[src/rtl/crc8_chk_calc_pkg.sv]
// Shared CRC-8 constants and the byte-fold function.
// The core and the accumulator both use this function, and checkers can reuse it.
package crc8_chk_calc_pkg;

  typedef logic [7:0] crc8_t;

  localparam crc8_t CRC8_POLY = 8'h07;
  localparam crc8_t CRC8_INIT = 8'h00;

  // MSB-first fold of one byte; no reflection, no final XOR (CRC-8/SMBUS).
  function automatic crc8_t crc8_byte(input crc8_t crc, input crc8_t data,
                                      input crc8_t poly = CRC8_POLY);
    crc8_t v;
    v = crc ^ data;
    for (int unsigned i = 0; i < 8; i++) begin
      v = v[7] ? ((v << 1) ^ poly) : (v << 1);
    end
    return v;
  endfunction

endpackage

[src/rtl/crc8_chk_calc_byte_comb.sv]
// Pure combinational CRC-8 core: folds one data byte into a running CRC.
module crc8_byte_comb
  import crc8_chk_calc_pkg::*;
#(
  parameter logic [7:0] POLY = CRC8_POLY
) (
  input  logic [7:0] crc_in,
  input  logic [7:0] data_in,
  output logic [7:0] crc_out
);

  always_comb begin
    crc_out = crc8_byte(crc_in, data_in, POLY);
  end

endmodule

[src/rtl/crc8_chk_calc.sv]
// Byte-wise CRC-8 engine: a free combinational core plus an optional
// accumulator register with clear, enable and compare against data_in.
module crc8_chk_calc
  import crc8_chk_calc_pkg::*;
#(
  parameter logic [7:0] POLY = CRC8_POLY,
  parameter logic [7:0] INIT = CRC8_INIT
) (
  input  logic       clk,
  input  logic       reset,
  input  logic [7:0] crc_in,
  input  logic [7:0] data_in,
  output logic [7:0] crc_out,
  input  logic       acc_clr,
  input  logic       acc_en,
  output logic [7:0] acc_crc,
  output logic       acc_match
);

  logic [7:0] acc_crc_q;
  logic [7:0] acc_crc_d;
  logic [7:0] acc_fold;

  crc8_byte_comb #(.POLY(POLY)) u_core (
    .crc_in  (crc_in),
    .data_in (data_in),
    .crc_out (crc_out)
  );

  crc8_byte_comb #(.POLY(POLY)) u_acc_core (
    .crc_in  (acc_crc_q),
    .data_in (data_in),
    .crc_out (acc_fold)
  );

  // Clear beats enable: a byte presented alongside acc_clr is dropped.
  always_comb begin
    acc_crc_d = acc_crc_q;
    if (acc_clr) begin
      acc_crc_d = INIT;
    end else if (acc_en) begin
      acc_crc_d = acc_fold;
    end
  end

  always_ff @(posedge clk) begin
    if (!reset) begin
      acc_crc_q <= INIT;
    end else begin
      acc_crc_q <= acc_crc_d;
    end
  end

  assign acc_crc   = acc_crc_q;
  assign acc_match = (acc_crc_q == data_in);

endmodule

[config.mk]
export PLATFORM = sky130hd
export DESIGN_NAME = crc8_chk_calc
export DESIGN_NICKNAME = d
export VERILOG_FILES = /design/src/rtl/crc8_chk_calc_pkg.sv /design/src/rtl/crc8_chk_calc_byte_comb.sv /design/src/rtl/crc8_chk_calc.sv
export SDC_FILE = /design/constraint.sdc
export NUM_CORES = 1
export LEC_CHECK = 0
export ABC_AREA = 1
export CAP_MARGIN = 10
export CELL_PAD_IN_SITES_DETAIL_PLACEMENT = 0
export CELL_PAD_IN_SITES_GLOBAL_PLACEMENT = 1
export CORE_UTILIZATION = 28
export CTS_CLUSTER_DIAMETER = 100
export DETAILED_ROUTE_END_ITERATION = 6
export MAX_ROUTING_LAYER = met4
export PLACE_DENSITY_LB_ADDON = 0.1
export SLEW_MARGIN = 30
export SYNTH_ARGS = -nofsm -noshare
export SYNTH_HDL_FRONTEND = slang
export SYNTH_SLANG_ARGS = --single-unit
[constraint.sdc]
create_clock -name clk -period 1.8 [get_ports clk]
set_input_delay 0.36 -clock clk [delete_from_list [all_inputs] [get_ports clk]]
set_output_delay 0.36 -clock clk [all_outputs]
set_load 0.01 [all_outputs]
==> results.py <==
metrics = {
    "timing": {
        "setup_viol": 1,
        "maxClockFrequency_mhz": 546,
        "period_share_pct": 102,
        "hold_viol_final": 0,
        "fin_skew_ns": 0.00613,
        "layout_setup_ws_ns": -0.0310,
        "final.setup.tns_ns": -0.0310,
        "tightestPinTransition_ns": 0.329,
        "timing.max_slew.rel_slack_pct": 77.9,
        "final_max_slew_viol_count": 0,
        "period_minus_slack_ns": 1.83,
        "rsz0062_at_grt": "yes",
    },
    "floorplan": {
        "die-area_um2": 3430,
        "fp.dieW_um": 58.6,
        "core_um2": 3050,
        "io_pins": 37,
        "start_util_pct": 29.4,
        "num_rows": 20,
        "die_h_um": 58.6,
    },
    "worst_setup_path": {
        "path_common_cell": "nand2_1",
        "critPathLaunch": "data_in[7]",
        "path_cells": "buf_8 > xnor2_4 > buf_6 > xor2_2 > nand2_1 > nand2_1 > inv_1 > nand2_1 > nand2_1 > buf_2",
        "cp-end-kind": "output port",
        "crit_arrival_ns": 1.47,
        "r2r_slack_ns": 0.43,
        "critPathMaxFanout": 2,
        "cpMaxStageDelayCell": "xnor2_4",
        "cp-start-kind": "input port",
        "path_class": "in -> out",
        "reg2reg_depth": 12,
        "r2r-start": "acc_crc[7]",
        "required_ns": 1.44,
        "slowest_delay_ns": 0.23,
    },
    "yosys": {
        "synth_warnings": 0,
        "ys_seq_elements": 8,
        "synth_nets": 164,
        "synthDistinctLibCells": 16,
        "ys_seq_area_share_pct": 17.9,
        "syn_area_per_cell_um2": 6.27,
        "syn_inst": 143,
        "synthesis.area_um2": 897,
    },
    "cts": {
        "cts.htree.levels": 1,
        "cts_buffer_depth": 2,
        "cts_hold_buf": 0,
        "cts.clk_slew.worst_paths_ns": 0.06,
        "clkLatencyLatePin_ns": 0.27,
        "cts_tree": "yes",
        "cts_num_sinks": 8,
        "clk_root_buffer_cell": "clkbuf_4",
        "cts-buffers-inserted": 3,
    },
    "grt": {
        "antenna_found_initial": 0,
        "grt_pass1_wl_um": 4140,
        "grt_pass1_vias": 956,
        "use_met1_pct": 19.2,
        "use_met2_pct": 28.7,
        "busiest_layer": "met2",
        "grt_usage_pct": 16.7,
        "met3_usage_pct": 3.74,
        "grt_max_degree": 9,
        "grt_overflow_total": 0,
    },
    "cells_and_area": {
        "multi_input_area_um2": 842,
        "fin_nets": 234,
        "regArea_um2": 160,
        "area_delta_synth_final_pct": 88.0,
        "nFillCells": 302,
        "num_antenna_cells": 0,
        "final_common_cell": "nand2_1",
        "largest_reg_flops": 8,
        "instances_no_fill": 255,
        "drive_gt1_share_pct": 34.1,
        "mostFrequentLayoutCells": "nand2_1 (51), buf_4 (27), inv_1 (22)",
    },
    "routing": {
        "post-route-drc-count": 0,
        "routed_wl_um": 2450,
        "viasPerCell": 4.03,
        "via_count": 1027,
        "first_iter_violations": 23,
        "ant_nets": 0,
        "drtPass1Iterations": 4,
        "routedWlPerCell_um": 9.60,
    },
    "flow_run": {
        "drv_cap": 0,
    },
    "worst_hold_path": {
        "hp-start": "acc_crc[6]",
        "holdPathStages": 4,
        "hold_path.class": "reg -> reg",
    },
    "power_and_ir_drop": {
        "leakagePower_nw": 0.907,
        "power_density_nw_per_um2": 594,
        "peakVddDrop_v": 0.000318,
        "power_w": 0.00100,
    },
    "placed_design": {
        "dpl.cell_count": 248,
        "pre_cts_ws_ns": -0.809,
        "dp_hpwl_um": 1950,
        "port_buffers": 36,
        "routabilityCongestion": 0.805,
    },
    "status": {
        "violations": "negative setup slack",
        "status": "finished with violations",
    },
}
## critical path, delay by kind of cell
family	cells	cell delay, ns
buf+inv	4	0.45
simple gates	4	0.28
xor+xnor	2	0.39
## routing by layer
layer / wire length (um) / share of wire (%) / vias up
li1: - / - / 563
met1: 1100 / 45 / 437
met2: 1200 / 49 / 23
met3: 127 / 5.2 / 4
met4: 23 / 0.94 / 0
met5: 0 / 0 / -
## synth_stat cells (all sizes together)
cell	count	area, um2
nand2	52	195
a21oi	4	20.0
clkbuf	1	3.75
nor2	10	37.5
nand3b	1	7.51
o21ai	5	25.0
nand3	7	35.0
xor2	13	114
xnor2	18	199
ha	1	12.5
nor3	1	5.00
inv	22	82.6
dfxtp	8	160
## per-stage QoR
| stage | hold WS (ns) | utilization, % | cell area, um2 |
|---|---|---|---|
| floorplan | 0.607 | - | 897 |
| global placement | 0.583 | 49.3 | 1500 |
| detailed placement | 0.594 | 49.3 | 1500 |
| CTS | 0.609 | 54.4 | 1660 |
| global route | 0.643 | 55.2 | 1690 |
| finish | 0.601 | 55.2 | 1690 |
## cells by family (layout without fill, tap and decap cells)
group | Yosys count | in the layout | share of synthesized area, %
adders and majority gates | 1 | 1 | 1.39
xor gates and xnor gates | 31 | 31 | 34.9
AOI/OAI and AO/OA | 9 | 9 | 5.02
buffers and inverters | 23 | 91 | 9.62
and+or+nand+nor | 71 | 71 | 31.2
DFF | 8 | 8 | 17.9
## what timing repair did
item                       CTS  global route
setup endpoints to repair    9             7
pin swaps                   17            21
gates resized for setup     84            29
setup buffers               10             0
## worst paths after layout
check / to
worst min register to register: acc_crc[6]
worst max-delay path: crc_out[2]
worst max register to register: acc_crc[2]
worst min-delay path: acc_crc[6]
## area by class of cell
type                            instances  area share [%]
Multi-Input combinational cell        112            49.9
Timing Repair Buffer                   66            31.1
Sequential cell                         8            9.50
Inverter                               22            4.90
Tap cell                               44            3.26
Clock buffer                            3            1.34
## where the power goes
part	internal, W	switching (W)
Combinational	0.000350	0.000307
Clock	0.0000771	0.0000729
Sequential	0.000187	0.00000853
(Power assumes the default switching activity.)
